## config.mk

```make
export PLATFORM = sky130hd
export DESIGN_NAME = control_unit
export DESIGN_NICKNAME = d
export VERILOG_FILES = /design/src/rtl/control_unit_pkg.sv /design/src/rtl/control_unit_alu_dec.sv /design/src/rtl/control_unit.sv
export SDC_FILE = /design/constraint.sdc
export NUM_CORES = 1
export LEC_CHECK = 0
export CAP_MARGIN = 10
export CELL_PAD_IN_SITES_DETAIL_PLACEMENT = 0
export CELL_PAD_IN_SITES_GLOBAL_PLACEMENT = 1
export CORE_ASPECT_RATIO = 1.1
export CORE_MARGIN = 2
export CORE_UTILIZATION = 22
export CTS_BUF_LIST = sky130_fd_sc_hd__clkbuf_8
export CTS_CLUSTER_SIZE = 14
export DETAILED_ROUTE_END_ITERATION = 6
export GPL_TIMING_DRIVEN = 0
export PLACE_DENSITY_LB_ADDON = 0.12
export SLEW_MARGIN = 10
export SYNTH_ARGS = -nofsm -noshare
export SYNTH_HDL_FRONTEND = slang
export SYNTH_SLANG_ARGS = --single-unit
```

## constraint.sdc

```tcl
create_clock -name clk -period 1.73 [get_ports clk]
set_input_delay 0.4325 -clock clk [delete_from_list [all_inputs] [get_ports clk]]
set_output_delay 0.4325 -clock clk [all_outputs]
set_load 0.02 [all_outputs]
```

## src/rtl/control_unit_pkg.sv

```systemverilog
// Shared constants for the control unit: opcode and funct encodings,
// ALU_Control codes, and the packed bundle of datapath controls.
package control_unit_pkg;

    // Opcodes recognised by the decoder
    localparam logic [5:0] OP_RTYPE = 6'b000001;
    localparam logic [5:0] OP_LW    = 6'b000100;
    localparam logic [5:0] OP_SW    = 6'b000010;

    // R-type function fields
    localparam logic [5:0] FN_ADD = 6'b100000;
    localparam logic [5:0] FN_SUB = 6'b100010;
    localparam logic [5:0] FN_AND = 6'b100100;
    localparam logic [5:0] FN_OR  = 6'b100101;
    localparam logic [5:0] FN_XOR = 6'b100110;
    localparam logic [5:0] FN_NOR = 6'b100111;
    localparam logic [5:0] FN_SLT = 6'b101010;

    // ALU_Control encodings; ALU_NONE doubles as "no operation"
    localparam logic [3:0] ALU_NONE = 4'b0000;
    localparam logic [3:0] ALU_AND  = 4'b0001;
    localparam logic [3:0] ALU_OR   = 4'b0010;
    localparam logic [3:0] ALU_XOR  = 4'b0011;
    localparam logic [3:0] ALU_NOR  = 4'b0100;
    localparam logic [3:0] ALU_ADD  = 4'b0101;
    localparam logic [3:0] ALU_SUB  = 4'b0110;
    localparam logic [3:0] ALU_SLT  = 4'b0111;

    // One decoded instruction's worth of datapath controls
    typedef struct packed {
        logic       reg_dst;
        logic       mem_read;
        logic       mem_write;
        logic       mem_to_reg;
        logic       alu_src;
        logic       reg_write;
        logic [3:0] alu_control;
    } ctrl_t;

endpackage

```

## src/rtl/control_unit_alu_dec.sv

```systemverilog
// R-type funct to ALU_Control mapping. Purely combinational; known flags
// whether funct is one of the supported operations.
module control_unit_alu_dec
    import control_unit_pkg::*;
(
    input  logic [5:0] funct,
    output logic [3:0] alu_code,
    output logic       known
);

    // Table lookup; anything unlisted maps to ALU_NONE and is flagged unknown
    always_comb begin
        alu_code = ALU_NONE;
        known    = 1'b1;
        case (funct)
            FN_ADD:  alu_code = ALU_ADD;
            FN_SUB:  alu_code = ALU_SUB;
            FN_AND:  alu_code = ALU_AND;
            FN_OR:   alu_code = ALU_OR;
            FN_XOR:  alu_code = ALU_XOR;
            FN_NOR:  alu_code = ALU_NOR;
            FN_SLT:  alu_code = ALU_SLT;
            default: begin
                alu_code = ALU_NONE;
                known    = 1'b0;
            end
        endcase
    end

endmodule

```

## src/rtl/control_unit.sv

```systemverilog
// Single-cycle-latency instruction control decoder.
// Handshake: in_valid qualifies opcode/funct in the cycle it is high; there
// is no backpressure. out_valid is in_valid delayed by one clock and marks
// the cycle in which the registered controls belong to that instruction.
// Optional feature: define CONTROL_UNIT_ILLEGAL_EN to add the registered
// "illegal" output (unknown opcode or unknown R-type funct).
module control_unit
    import control_unit_pkg::*;
(
    input  logic       clk,
    input  logic       rst_n,
    input  logic       in_valid,
    input  logic [5:0] opcode,
    input  logic [5:0] funct,
    output logic       out_valid,
    output logic       RegDst,
    output logic       MemRead,
    output logic       MemWrite,
    output logic       MemToReg,
    output logic       ALUSrc,
    output logic       RegWrite,
    output logic [3:0] ALU_Control
`ifdef CONTROL_UNIT_ILLEGAL_EN
    ,
    output logic       illegal
`endif
);

    logic       is_rtype;
    logic [5:0] funct_gated;
    logic [3:0] alu_code;
    logic       funct_known;
    ctrl_t      dec;
    logic       dec_illegal;

    assign is_rtype = (opcode == OP_RTYPE);

    // funct is forced to zero for non-R-type opcodes so an undriven funct
    // field can never reach the outputs through the ALU decoder.
    assign funct_gated = is_rtype ? funct : 6'b000000;

    control_unit_alu_dec u_alu_dec (
        .funct    (funct_gated),
        .alu_code (alu_code),
        .known    (funct_known)
    );

    // Combinational decode of the current opcode into datapath controls
    always_comb begin
        dec         = '0;
        dec_illegal = 1'b0;
        if (in_valid) begin
            case (opcode)
                OP_RTYPE: begin
                    dec.reg_dst     = 1'b1;
                    dec.reg_write   = funct_known;
                    dec.alu_control = alu_code;
                    dec_illegal     = ~funct_known;
                end
                OP_LW: begin
                    dec.alu_src     = 1'b1;
                    dec.mem_read    = 1'b1;
                    dec.mem_to_reg  = 1'b1;
                    dec.reg_write   = 1'b1;
                    dec.alu_control = ALU_ADD;
                end
                OP_SW: begin
                    dec.alu_src     = 1'b1;
                    dec.mem_write   = 1'b1;
                    dec.alu_control = ALU_ADD;
                end
                default: begin
                    dec_illegal = 1'b1;
                end
            endcase
        end
    end

    // Output registers: clear on reset, otherwise capture the decode
    always_ff @(posedge clk) begin
        if (!rst_n) begin
            out_valid   <= 1'b0;
            RegDst      <= 1'b0;
            MemRead     <= 1'b0;
            MemWrite    <= 1'b0;
            MemToReg    <= 1'b0;
            ALUSrc      <= 1'b0;
            RegWrite    <= 1'b0;
            ALU_Control <= ALU_NONE;
        end else begin
            out_valid   <= in_valid;
            RegDst      <= dec.reg_dst;
            MemRead     <= dec.mem_read;
            MemWrite    <= dec.mem_write;
            MemToReg    <= dec.mem_to_reg;
            ALUSrc      <= dec.alu_src;
            RegWrite    <= dec.reg_write;
            ALU_Control <= dec.alu_control;
        end
    end

`ifdef CONTROL_UNIT_ILLEGAL_EN
    // Registered illegal-instruction flag, cleared by reset
    always_ff @(posedge clk) begin
        if (!rst_n) begin
            illegal <= 1'b0;
        end else begin
            illegal <= dec_illegal;
        end
    end
`else
    logic unused_illegal;
    assign unused_illegal = dec_illegal;
`endif

endmodule

```

==> results by stage <==
Die:
- In this run the standard cell core region covers 1762 µm².
- The area enclosed by the die boundary is 2190 µm².
- The width of the die is 44.80 µm.
- The effective utilization at floorplan is 22.87%.
- The I/O pin count is 26.
- The number of cell rows is 16.
- The die boundary height is 48.88 µm.

Final layout:
- The count of fill cells added during filler insertion is 202.
- Cells fill 40.34% of the core in the end.
- The area growth from synthesis to final layout is 76.40%.
- The total number of nets in the final design is 89.
- The count of inserted antenna diode cells is 0.
- The share of cells above drive strength 1 is 20.55%.

Clock network:
- CTS built an H-tree with a depth of 1.
- The clock tree buffer depth is 2.
- The CTS tree is done.
- The clock transition at the registers of the reported paths is 40 ps.
- Clock tree synthesis found a total of 9 sinks.
- The number of clock buffers added by TritonCTS is 3.
- In this run the clock root is driven by a clkbuf_8.

Synth:
- Sequential elements use 44.72% of the synthesized area.
- After Yosys synthesis, full adders, half adders and majority gates account for 0% of the synthesized area.
- dfxtp_1 takes more of the synthesized area than any other cell.
- Counting flops and latches in the post-synthesis netlist gives 9.
- The count of different cell masters after synthesis is 22.
- The synthesis warning total is 0.
- A synthesized cell averages 9.157 µm².
- By count the netlist is led by 9 x dfxtp_1, 5 x a21oi_1, 4 x nor2_1, 4 x nor3_1.
- Counting every instance in the synthesized netlist gives 44.
- The most used flip-flop cell after synthesis is dfxtp_1.
- Summing every instance area after synthesis gives 402.9 µm².
- Among all cell types in the netlist, the one instantiated most often is dfxtp_1.
- The synthesized-area fraction occupied by ao, oa, aoi and oai cells is 9.627%.
- The parity-gate share of the synthesized area counting xor and xnor cells is 2.174%.
- The simple logic cell fraction of the synthesized area is 36.96%.
- In the post-synthesis netlist, the biggest area contributors are dfxtp_1 45%, a21oi_1 6.2%, nor3_1 5.0%.
- By area, the combinational part of the netlist is dominated by simple AND/OR/NAND/NOR gates.
- The portion of synthesized area spent on multiplexers is 0%.
- The count of flip-flops with a built-in enable after synthesis is 0.
- The share of synthesized area in the top cell type comes to 44.72%.
- The fraction of synthesis flops using an asynchronous set or reset pin is 0%.
- The number of nets in the synthesized netlist is 59.

Routing:
- The detail route stage leaves a number of antenna-violating nets equal to 0.
- The final routed wire length divided by cell count is 9.934 µm.
- The number of violations reported at the end of detailed-routing iteration 0 is 1.
- The total wire length after detailed routing is 904 µm.
- The post-detailed-route DRC marker count is 0.
- The detailed-route vias per instance is 4.527.
- The first detailed-routing pass took 2 iterations.
- Across all layers, the routed design uses 412 vias.

Placement:
- Routability-driven placement finished with a final weighted congestion of 0.6384.
- The number of buffers added on ports is 24.
- The HPWL reported at the end of detailed placement is 703.3 µm.

Power:
- In this run the static leakage power is 0.2923 nW.
- The total chip power is 0.0005130 W.
- Across the VDD grid, the largest voltage drop is 640.1 µV.
- In this run the power density over the cells is 721.9 nW/µm².

GRT:
- The leftover overflow at the end of global routing is 0.
- The first global-routing pass estimated 1469 µm of wire.
- Entering global routing, the biggest net connects 9 pins.
- The number of antenna violations at the first check in global routing is 0.
- The number of global-route vias before repair was 368.
- The global-route usage over all layers is 9.304%.

Worst setup path:
- The kind of capture point of the worst setup path is a flip-flop.
- The library cell contributing the largest single delay on the critical path is or4b_4.
- Walking the worst path, the cells encountered are buf_2 -> nand2b_4 -> or4b_4 -> or4b_4 -> a21oi_2.
- The critical path arrival is 1840 ps.
- Counting both buffers and inverters, the worst setup path holds a total of 1.
- In this run the worst path has a maximum fanout of 4.
- The type of element launching the critical path is an input pin.
- Data on the critical path is required at its endpoint by 1890 ps.
- In this design, the stage delay of the slowest critical-path cell is 530 ps.
- Among the stages of the critical path, the cell type that occurs most often is or4b_4.
- On the critical path the largest part of the delay comes from simple AND/OR/NAND/NOR gates.
- The startpoint-to-endpoint class of the critical path is input pin to flip-flop.

Timing:
- The final-report hold violation count is 0.
- The final critical path takes up 96.96% of the cycle.
- Setup violations remaining at the end of the flow were counted as 0.
- Timing would allow up to 596.1 MHz.
- The final critical-path required period is 1677 ps.
- Setup repair after global routing left no endpoint under its margin.
- The number of slew-limit violations in the final report is 0.

Run status:
- The flow ran to the end, and the final reports show no timing, DRC or antenna violations.

Flow run:
- The number of max-capacitance violations reported is 0.

Min path:
- The worst hold-check path type is input pin to flip-flop.
## routing by layer
layer | wire, µm | part of all wire [%] | vias up | track usage [%]
met2 | 463 | 51 | 15 | 14.98
met5 | 0 | 0 | - | 0
met4 | 10 | 1.1 | 0 | 4.412
met3 | 93 | 10 | 2 | 6.667
li1 | - | - | 208 | -
met1 | 336 | 37 | 187 | 8.597
## placed cells by master, fill, tap and decap left out, types with 2 or more instances in the layout
| cell type | n |
|---|---|
| a21oi_1 | 4 |
| buf_2 | 2 |
| buf_4 | 3 |
| clkbuf_8 | 3 |
| clkdlybuf4s50_1 | 18 |
| dfxtp_1 | 9 |
| dlygate4sd2_1 | 2 |
| inv_1 | 3 |
| nand2_1 | 2 |
| nor2_1 | 4 |
| nor3_1 | 4 |
| nor4b_1 | 2 |
| or4b_4 | 2 |
## worst paths after layout
check | startpoint | to | cells past startpoint
max | opcode[2] | ALU_Control[0]$_SDFF_PN0_ | 5
min | opcode[2] | MemWrite$_SDFF_PN0_ | 2
## registers in the layout (all words and copies together) (netlist names)
name	flops
RegDst	1
ALUSrc	1
MemWrite	1
RegWrite	1
ALU_Control	3
out_valid	1
MemToReg	1
## where the power goes
| group | total (W) | internal (W) | leakage, nW | switching [W] |
|---|---|---|---|---|
| clock | 0.000230 | 0.000154 | 0.0269 | 0.0000765 |
| combinational | 0.0000719 | 0.0000417 | 0.193 | 0.0000302 |
| sequential | 0.000211 | 0.000210 | 0.0728 | 0.000000454 |
| total | 0.000513 | 0.000406 | 0.292 | 0.000107 |
## layout make-up
class | instances | area, µm² | share of cell area [%]
clock inverter | 1 | 3.754 | 0.5282
buffer | 2 | 15.01 | 2.113
sequential | 9 | 180.2 | 25.35
tap | 18 | 22.52 | 3.169
inverter | 2 | 7.507 | 1.056
timing repair buffer | 25 | 232.7 | 32.75
clock buffer | 3 | 41.29 | 5.810
multi-input combinational | 31 | 207.7 | 29.23
## per-stage QoR
step | setup slack [ps] | cells | hold slack, ps | TNS, ps | instance area (µm²)
2_1_floorplan | 12.51 | 44 | 508.6 | 0 | 402.9
3_3_place_gp | -572.1 | 86 | 1028 | -933.8 | 665.6
3_5_place_dp | -561.2 | 86 | 1028 | -907.7 | 665.6
4_1_cts | 13.64 | 91 | 419.8 | 0 | 705.7
5_1_grt | 17.37 | 91 | 431.5 | 0 | 710.7
6_report | 52.53 | 91 | 421.9 | 0 | 710.7
## timing repair
item,in CTS,in global routing
gates resized for setup,12,4
pin swaps,3,1
setup buffers,1,0
endpoints found under the setup margin,2,2
hold buffers,0,0
## cells by family after synthesis
kind of cell    after synthesis
simple gates                 22
xor+xnor                      1
compound gates                7
other cells                   1
buf+inv                       4
flops                         9
Power figures use the tool's default switching activity.
